--- config.mk ---
export PLATFORM = sky130hd
export DESIGN_NAME = madd_err_accum
export DESIGN_NICKNAME = d
export VERILOG_FILES = /design/src/rtl/madd_err_accum.sv
export SDC_FILE = /design/constraint.sdc
export NUM_CORES = 1
export LEC_CHECK = 0
export ABC_AREA = 1
export BUFFER_PORTS_ARGS = -buffer_cell sky130_fd_sc_hd__buf_2
export CAP_MARGIN = 15
export CELL_PAD_IN_SITES_DETAIL_PLACEMENT = 1
export CELL_PAD_IN_SITES_GLOBAL_PLACEMENT = 1
export CORE_MARGIN = 4
export CORE_UTILIZATION = 41
export DETAILED_ROUTE_END_ITERATION = 12
export HOLD_SLACK_MARGIN = 0.02
export PLACE_DENSITY = 0.92
export REMOVE_ABC_BUFFERS = 1
export SKIP_CTS_REPAIR_TIMING = 1
export SKIP_LAST_GASP = 1
export SYNTH_ARGS = -nofsm -noshare
export SYNTH_HDL_FRONTEND = slang
export SYNTH_SLANG_ARGS = --single-unit
--- constraint.sdc ---
create_clock -name clk -period 2.3 [get_ports clk]
set_input_delay 0.115 -clock clk [delete_from_list [all_inputs] [get_ports clk]]
set_output_delay 0.115 -clock clk [all_outputs]
set_load 0.1 [all_outputs]
--- src/rtl/madd_err_accum.sv ---
// madd_err_accum: error metrics over a stream of (exact, approx) multiply-add results
// Optional macro MADD_ERR_SQ_EN adds a sum-of-squared-error output.
module madd_err_accum #(
    parameter int W     = 12,
    parameter int CNT_W = 18,
    parameter int SUM_W = W + CNT_W
) (
    input  logic             clk,
    input  logic             rst_n,
    input  logic             start,
    input  logic             in_valid,
    output logic             in_ready,
    input  logic [W-1:0]     in_exact,
    input  logic [W-1:0]     in_approx,
    input  logic             in_last,
    output logic             busy,
    output logic             done,
    output logic [CNT_W-1:0] sample_cnt,
    output logic [CNT_W-1:0] err_cnt,
    output logic [SUM_W-1:0] sum_abs_err,
    output logic [W-1:0]     max_abs_err,
`ifdef MADD_ERR_SQ_EN
    output logic [2*W+CNT_W-1:0] sum_sq_err,
`endif
    output logic             cnt_ovf
);
    typedef enum logic [1:0] {S_IDLE, S_RUN, S_DRAIN, S_DONE} state_t;
    localparam logic [CNT_W-1:0] CNT_MAX = '1;

    state_t           state_q, state_d;
    logic             accept;
    logic [W:0]       diff, mag;
    logic             s1_vld_q, s1_vld_d, s1_neq_q, s1_neq_d;
    logic [W-1:0]     s1_abs_q, s1_abs_d;
    logic [CNT_W-1:0] sample_cnt_q, sample_cnt_d, err_cnt_q, err_cnt_d;
    logic [SUM_W-1:0] sum_abs_q, sum_abs_d;
    logic [W-1:0]     max_abs_q, max_abs_d;
    logic             cnt_ovf_q, cnt_ovf_d;
`ifdef MADD_ERR_SQ_EN
    logic [2*W-1:0]       s1_sq_q, s1_sq_d;
    logic [2*W+CNT_W-1:0] sum_sq_q, sum_sq_d;
`endif

    // Outputs decoded from the current state; metrics come straight from flops
    always_comb begin
        in_ready    = state_q == S_RUN;
        busy        = state_q == S_RUN || state_q == S_DRAIN;
        done        = state_q == S_DONE;
        accept      = in_valid && in_ready;
        sample_cnt  = sample_cnt_q;
        err_cnt     = err_cnt_q;
        sum_abs_err = sum_abs_q;
        max_abs_err = max_abs_q;
        cnt_ovf     = cnt_ovf_q;
`ifdef MADD_ERR_SQ_EN
        sum_sq_err  = sum_sq_q;
`endif
    end

    // Next state: start always (re)enters RUN; DRAIN leaves once stage 1 empties
    always_comb begin
        state_d = state_q;
        if (start)
            state_d = S_RUN;
        else if (state_q == S_RUN)
            state_d = (accept && in_last) ? S_DRAIN : S_RUN;
        else if (state_q == S_DRAIN)
            state_d = s1_vld_d ? S_DRAIN : S_DONE;
    end

    // Stage 1: magnitude of the widened difference and inequality flag
    always_comb begin
        diff     = {1'b0, in_exact} - {1'b0, in_approx};
        mag      = diff[W] ? -diff : diff;
        s1_abs_d = mag[W-1:0];
        s1_neq_d = in_exact != in_approx;
        s1_vld_d = accept && !start;
`ifdef MADD_ERR_SQ_EN
        s1_sq_d  = (2*W)'(s1_abs_d) * (2*W)'(s1_abs_d);
`endif
    end

    // Stage 2 accumulators plus the accept-time sample counter; start clears everything
    always_comb begin
        sample_cnt_d = start ? '0 : (accept && sample_cnt_q != CNT_MAX) ? sample_cnt_q + CNT_W'(1) : sample_cnt_q;
        cnt_ovf_d    = start ? 1'b0 : cnt_ovf_q || (accept && sample_cnt_q == CNT_MAX - CNT_W'(1));
        err_cnt_d    = start ? '0 : (s1_vld_q && s1_neq_q && err_cnt_q != CNT_MAX) ? err_cnt_q + CNT_W'(1) : err_cnt_q;
        sum_abs_d    = start ? '0 : s1_vld_q ? sum_abs_q + SUM_W'(s1_abs_q) : sum_abs_q;
        max_abs_d    = start ? '0 : (s1_vld_q && s1_abs_q > max_abs_q) ? s1_abs_q : max_abs_q;
`ifdef MADD_ERR_SQ_EN
        sum_sq_d     = start ? '0 : s1_vld_q ? sum_sq_q + (2*W+CNT_W)'(s1_sq_q) : sum_sq_q;
`endif
    end

    // State, pipeline and metric registers with asynchronous clear
    always_ff @(posedge clk or negedge rst_n) begin
        if (!rst_n) begin
            state_q      <= S_IDLE;
            s1_vld_q     <= 1'b0;
            s1_neq_q     <= 1'b0;
            s1_abs_q     <= '0;
            sample_cnt_q <= '0;
            err_cnt_q    <= '0;
            sum_abs_q    <= '0;
            max_abs_q    <= '0;
            cnt_ovf_q    <= 1'b0;
`ifdef MADD_ERR_SQ_EN
            s1_sq_q      <= '0;
            sum_sq_q     <= '0;
`endif
        end else begin
            state_q      <= state_d;
            s1_vld_q     <= s1_vld_d;
            s1_neq_q     <= s1_neq_d;
            s1_abs_q     <= s1_abs_d;
            sample_cnt_q <= sample_cnt_d;
            err_cnt_q    <= err_cnt_d;
            sum_abs_q    <= sum_abs_d;
            max_abs_q    <= max_abs_d;
            cnt_ovf_q    <= cnt_ovf_d;
`ifdef MADD_ERR_SQ_EN
            s1_sq_q      <= s1_sq_d;
            sum_sq_q     <= sum_sq_d;
`endif
        end
    end
endmodule

==> results of run 1 <==
==> cell type report <==
class / instances / area, sq um
Clock buffer: 10 / 229.0
Clock inverter: 4 / 72.57
Fill cell: 1984 / 7620
Inverter: 123 / 461.7
Multi-Input combinational cell: 640 / 3538
Sequential cell: 95 / 2377
Tap cell: 211 / 264.0
Timing Repair Buffer: 127 / 695.7
==> how the worst min path moves through the flow <==
stage	startpoint	slack, ps	end	cells after the start
after floorplan	rst_n	-180	cnt_ovf$_DFF_PN0_	0
after global placement	rst_n	130	sum_abs_err[19]$_DFFE_PN0P_	1
after detailed placement	rst_n	130	sum_abs_err[19]$_DFFE_PN0P_	1
after CTS	rst_n	-240	err_cnt[14]$_DFFE_PN0P_	1
after global routing	in_last	50	state_q[1]$_DFFE_PN0P_	3
final	in_last	60	state_q[0]$_DFFE_PN0P_	4
==> where the power goes <==
group | switching, mW | internal [mW] | leakage, nW | total [mW]
Combinational | 1.32 | 0.504 | 2.42 | 1.82
Sequential | 0.126 | 1.79 | 1.28 | 1.92
Clock | 0.635 | 0.940 | 0.144 | 1.57
==> registers in the layout (all words and copies together), names as in the netlist <==
signal,flops
cnt_ovf,1
s1_abs_q,12
err_cnt,18
sum_abs_err,30
sample_cnt,18
s1_neq_q,1
max_abs_err,12
state_q,2
s1_vld_q,1
==> per-layer routing <==
metal	vias to the layer above	wire (um)
met3	35	716
li1	3091	-
met2	114	9810
met5	-	0
met1	3096	8087
met4	0	421
==> through the flow <==
step           area [sq um]  setup WS, ps  total power [mW]  instances  setup TNS, ps
6_report               7639         52.07             5.313       1210              0
3_3_place_gp           7277         102.4             3.657       1193              0
2_1_floorplan          6342        -420.3             3.237        858          -8226
5_1_grt                7639        -93.58             5.604       1210         -210.6
3_5_place_dp           7277        -60.50             3.741       1193         -234.6
4_1_cts                7579        -135.9             5.326       1207         -924.1
==> kinds of logic after synthesis <==
family                   count (synthesis)  share of synthesized area
flip-flops                              95                     0.3699
adder cells (fa/ha/maj)                 45                    0.08994
AO/OA/AOI/OAI                          124                     0.1092
AND/OR/NAND/NOR                        437                     0.2996
XOR/XNOR                                34                    0.04633
buffers and inverters                  138                    0.08507
==> cells in the final DEF (no fill, tap or decap), types with 23 or more instances in the layout <==
cell type    n
nor2_1      81
inv_1      121
a21oi_1     37
ha_1        42
dfrtp_1     95
o21ai_0     43
xor2_1      28
nand2_1    211
nand3_1     64
buf_2      109
nor3_1      23
==> critical path, delay by kind of cell, from the launching register on <==
family / cells / cell delay (ps)
adders and majority gates: 1 / 360
buffers and inverters: 2 / 240
AOI/OAI and AO/OA: 4 / 800
DFF: 1 / 410
and+or+nand+nor: 1 / 140
xor gates and xnor gates: 1 / 170
==> flow_metrics.tcl, run 1 <==
set metrics [dict create \
    status "finished clean" \
    synthesis.area_sq_um 6427 \
    synth-seq-cells 95 \
    critPathLaunch "s1_abs_q[2]$_DFF_PN0_" \
    power-per-cell-area_nw_per_um2 695.6 \
    syn_to_final_growth_pct 18.84 \
    hold_viol_final 0 \
    netlist_top_cells_area "dfrtp_1 (37%), nand2_1 (13%), ha_1 (8.4%), inv_1 (7.1%), nand3_1 (5.1%)" \
    grt_pass1_vias 6689 \
    post-route-drc-count 0 \
    fin_hold_ws_ps 55.07 \
    critPathMaxStageDelay_ps 410 \
    initial_core_util 0.4212 \
    finalWirelength_mm 19.04 \
    final_util 0.5006 \
    p_leak_nw 3.850 \
    initialDrtViolationCount 285 \
    die_w_um 133.2 \
    critPathKind "reg2reg" \
    cts_buffer_depth 2 \
    ys_top_cells_by_count "nand2_1 (216), inv_1 (122), dfrtp_1 (95)" \
    synth_area_leader_cell "dfrtp_1" \
    antenna_cells 0 \
    cp_max_fo 4 \
    use_met2 0.4007 \
    arrival_ps 2470 \
    dieHeight_um 133.2 \
    via_per_inst 5.236 \
    fin_crit_sh 0.9774 \
    synth_seq_area_share 0.3699 \
    cts_tree "done" \
    ctsHtreeMaxLevel 3 \
    cts-buffers-inserted 9 \
    r2r_slack_ps 50 \
    worstRegToRegCells 9 \
    netlist.area_leader.share 0.3699 \
    finalSetupViolations 0 \
    yosysMostFrequentCell "nand2_1" \
    cap_violations 0 \
    cp_cell_sequence "ha_1 > a21oi_1 > nand2_1 > a21boi_1 > buf_4 > inv_1 > a21oi_1 > xor2_1 > o21ai_0" \
    r2r-end "sum_abs_err[9]$_DFFE_PN0P_" \
    gp_congestion 0.8586 \
    hold_class "in2reg" \
    clock-sinks 95 \
    yosysUniqueCellTypes 45 \
    synth_flop_cell "dfrtp_1" \
    path_clk_slew_ps 70 \
    timing.fmax_ghz 0.4449 \
    ant_nets 0 \
    grt_pass1_wl_mm 32.33 \
    num_vias 6336 \
    io-pin-count 111 \
    rows 45 \
    cp-start-kind "flop" \
    cpMaxStageDelayCell "dfrtp_1" \
    grt_usage 0.2183 \
    drt-pass1-iter-count 4 \
    grt_max_degree 58 \
    tightest_slew_ps 1100 \
    r2r_start "s1_abs_q[2]$_DFF_PN0_" \
    grtUsageMet3 0.04041 \
    cp-end-kind "flop" \
    antenna_found_initial 0 \
    drv_slew 0 \
    crit_required_ps 2520 \
    crit_end "sum_abs_err[9]$_DFFE_PN0P_" \
    synthArstFlopShare 1.000 \
    netlist_instances 873 \
    grtUsageMet1 0.2589 \
    slew_headroom 0.2641 \
    ys_warn_count 0 \
    core-area_sq_um 15260 \
    period_minus_slack_ps 2248 \
    rsz0062_at_grt "true" \
    insertion_delay_ps 350 \
    synth_enable_flop_cells 0 \
    hpwl_mm 15.10 \
    grt.busiest_layer "met2" \
    nNetsFinal 1070 \
    ir_drop_v 0.0003748 \
    layout-drive-gt1-share 0.1702 \
    port_buffers 110 \
    synth_area_per_cell_sq_um 7.362 \
    worst_clock_skew_ps 6.695 \
    grt_overflow 0 \
    cts.root.buffer_cell "clkbuf_16" \
    die_area_sq_um 17740 \
    wl_per_cell_um 15.73 \
    path_common_cell "a21oi_1" \
]
Note: power is estimated with default switching activity, not from simulation.
==> run 2, diff against run 1 <==
CORE_MARGIN = unset   (was 4)
SLEW_MARGIN = 20   (was unset)
==> flow_metrics.tcl, run 2 (synthesis results as in run 1) <==
set metrics [dict create \
    cp-end-kind "flop" \
    cpMaxStageDelayCell "dfrtp_1" \
    ctsHtreeMaxLevel 3 \
    tightest_slew_ps 1024 \
    drv_slew 0 \
    syn_to_final_growth_pct 18.57 \
    dieHeight_um 127.2 \
    antenna_found_initial 0 \
    finalPower_mw 5.208 \
    io-pin-count 111 \
    slew_headroom 0.3150 \
    final_common_cell "nand2_1" \
    clock-sinks 95 \
    timing.final.ws_setup_ps 75.97 \
    critPathLaunch "sum_abs_err[2]$_DFFE_PN0P_" \
    ir_drop_v 0.0003952 \
    path_clk_slew_ps 70 \
    ant_nets 0 \
    crit_required_ps 2500 \
    arrival_ps 2420 \
    period_minus_slack_ps 2224 \
    grt_overflow 0 \
    status "finished clean" \
    post-route-drc-count 0 \
    grt_usage 0.2462 \
    die_area_sq_um 16180 \
    rows 45 \
    antenna_cells 0 \
    timing.fmax_ghz 0.4496 \
    finalSetupViolations 0 \
    critPathMaxStageDelay_ps 410 \
    rsz0062_at_grt "true" \
    place_ws_ps -21.01 \
    cp_cell_sequence "ha_1 > a21oi_1 > nand2_1 > a21boi_1 > buf_4 > inv_1 > a21oi_1 > xor2_1 > o21ai_0" \
    port_buffers 110 \
    nNetsFinal 1071 \
    p_leak_nw 3.850 \
    hold_class "in2reg" \
    cp-start-kind "flop" \
    cts.root.buffer_cell "clkbuf_16" \
    cts_tree "done" \
    power-per-cell-area_nw_per_um2 683.4 \
    layout-drive-gt1-share 0.1670 \
    grt_max_degree 56 \
    drt-pass1-iter-count 4 \
    initialDrtViolationCount 337 \
    cp_max_fo 4 \
    fin_hold_ws_ps 48.85 \
    fin_crit_sh 0.9670 \
    worstHoldStart "in_last" \
    path_common_cell "a21oi_1" \
    cts-buffers-inserted 9 \
    gp_congestion 0.8663 \
    finalWirelength_mm 19.06 \
    insertion_delay_ps 340 \
    initial_core_util 0.4212 \
    layout.cells.most_common_list "nand2_1 (214), inv_1 (121), buf_2 (109)" \
    largest_reg_flops 30 \
    via_per_inst 5.289 \
    r2r_start "sum_abs_err[2]$_DFFE_PN0P_" \
    hpwl_mm 14.73 \
    cts_buffer_depth 2 \
    cap_violations 0 \
    hold_viol_final 0 \
    num_vias 6405 \
    grt_pass1_vias 6713 \
    core-area_sq_um 15260 \
    worst_clock_skew_ps 5.422 \
    die_w_um 127.2 \
    grt_pass1_wl_mm 32.01 \
    wl_per_cell_um 15.74 \
    critPathKind "reg2reg" \
]
-- run 2: cell types whose count changed in the layout (fill, tap and decap cells not counted), sizes merged --
cell,before,now
clkinv,1,0
bufinv,2,1
clkbuf,10,13
clkinvlp,1,0
buf,126,127
-- run 2: report_power, final --
part           internal, mW  switching [mW]
Combinational         0.497            1.31
Clock                 0.863           0.615
Sequential             1.79           0.128
-- run 2: worst paths after layout --
| kind | cells after the start | to | slack, ps |
|---|---|---|---|
| hold / removal | 4 | state_q[0]$_DFFE_PN0P_ | 50 |
| setup reg to reg | 9 | sum_abs_err[9]$_DFFE_PN0P_ | 80 |
| setup / recovery | 9 | sum_abs_err[9]$_DFFE_PN0P_ | 80 |
| max in group asynchronous | 3 | sum_abs_err[28]$_DFFE_PN0P_ | 1280 |
| hold reg to reg | 2 | sum_abs_err[0]$_DFFE_PN0P_ | 510 |
| min in group asynchronous | 2 | sum_abs_err[19]$_DFFE_PN0P_ | 310 |
-- run 2: per-layer routing --
layer	vias up	track usage	share of wire
li1	3104	-	-
met2	119	0.4593	0.52
met1	3147	0.2815	0.43
met4	0	0.1001	0.026
met3	35	0.03518	0.024
met5	-	0	0
-- run 2: final cells by class --
cell class / count / area [sq um]
fill: 1992 / 7637
multi-input combinational: 640 / 3535
sequential: 95 / 2377
timing repair buffer: 128 / 703.2
inverter: 123 / 461.7
tap: 211 / 264.0
clock buffer: 13 / 250.2
clock inverter: 1 / 30.03
-- run 2: through the flow --
stage	utilization	setup TNS [ps]	instance area, sq um	cells
finish	0.4995	0	7621	1211
CTS	0.4958	-226.7	7565	1208
detailed placement	0.4774	-47.17	7284	1194
global placement	0.4774	0	7284	1194
floorplan	-	-8226	6342	858
global route	0.4995	-35.79	7621	1211
-- run 2: critical path: cells and delay by family, from the launching register on --
kind / cells / cell delay (ps)
buffers and inverters: 2 / 230
adder cells (fa/ha/maj): 1 / 370
flip-flops: 1 / 410
AO/OA/AOI/OAI: 4 / 760
AND/OR/NAND/NOR: 1 / 130
XOR/XNOR: 1 / 180
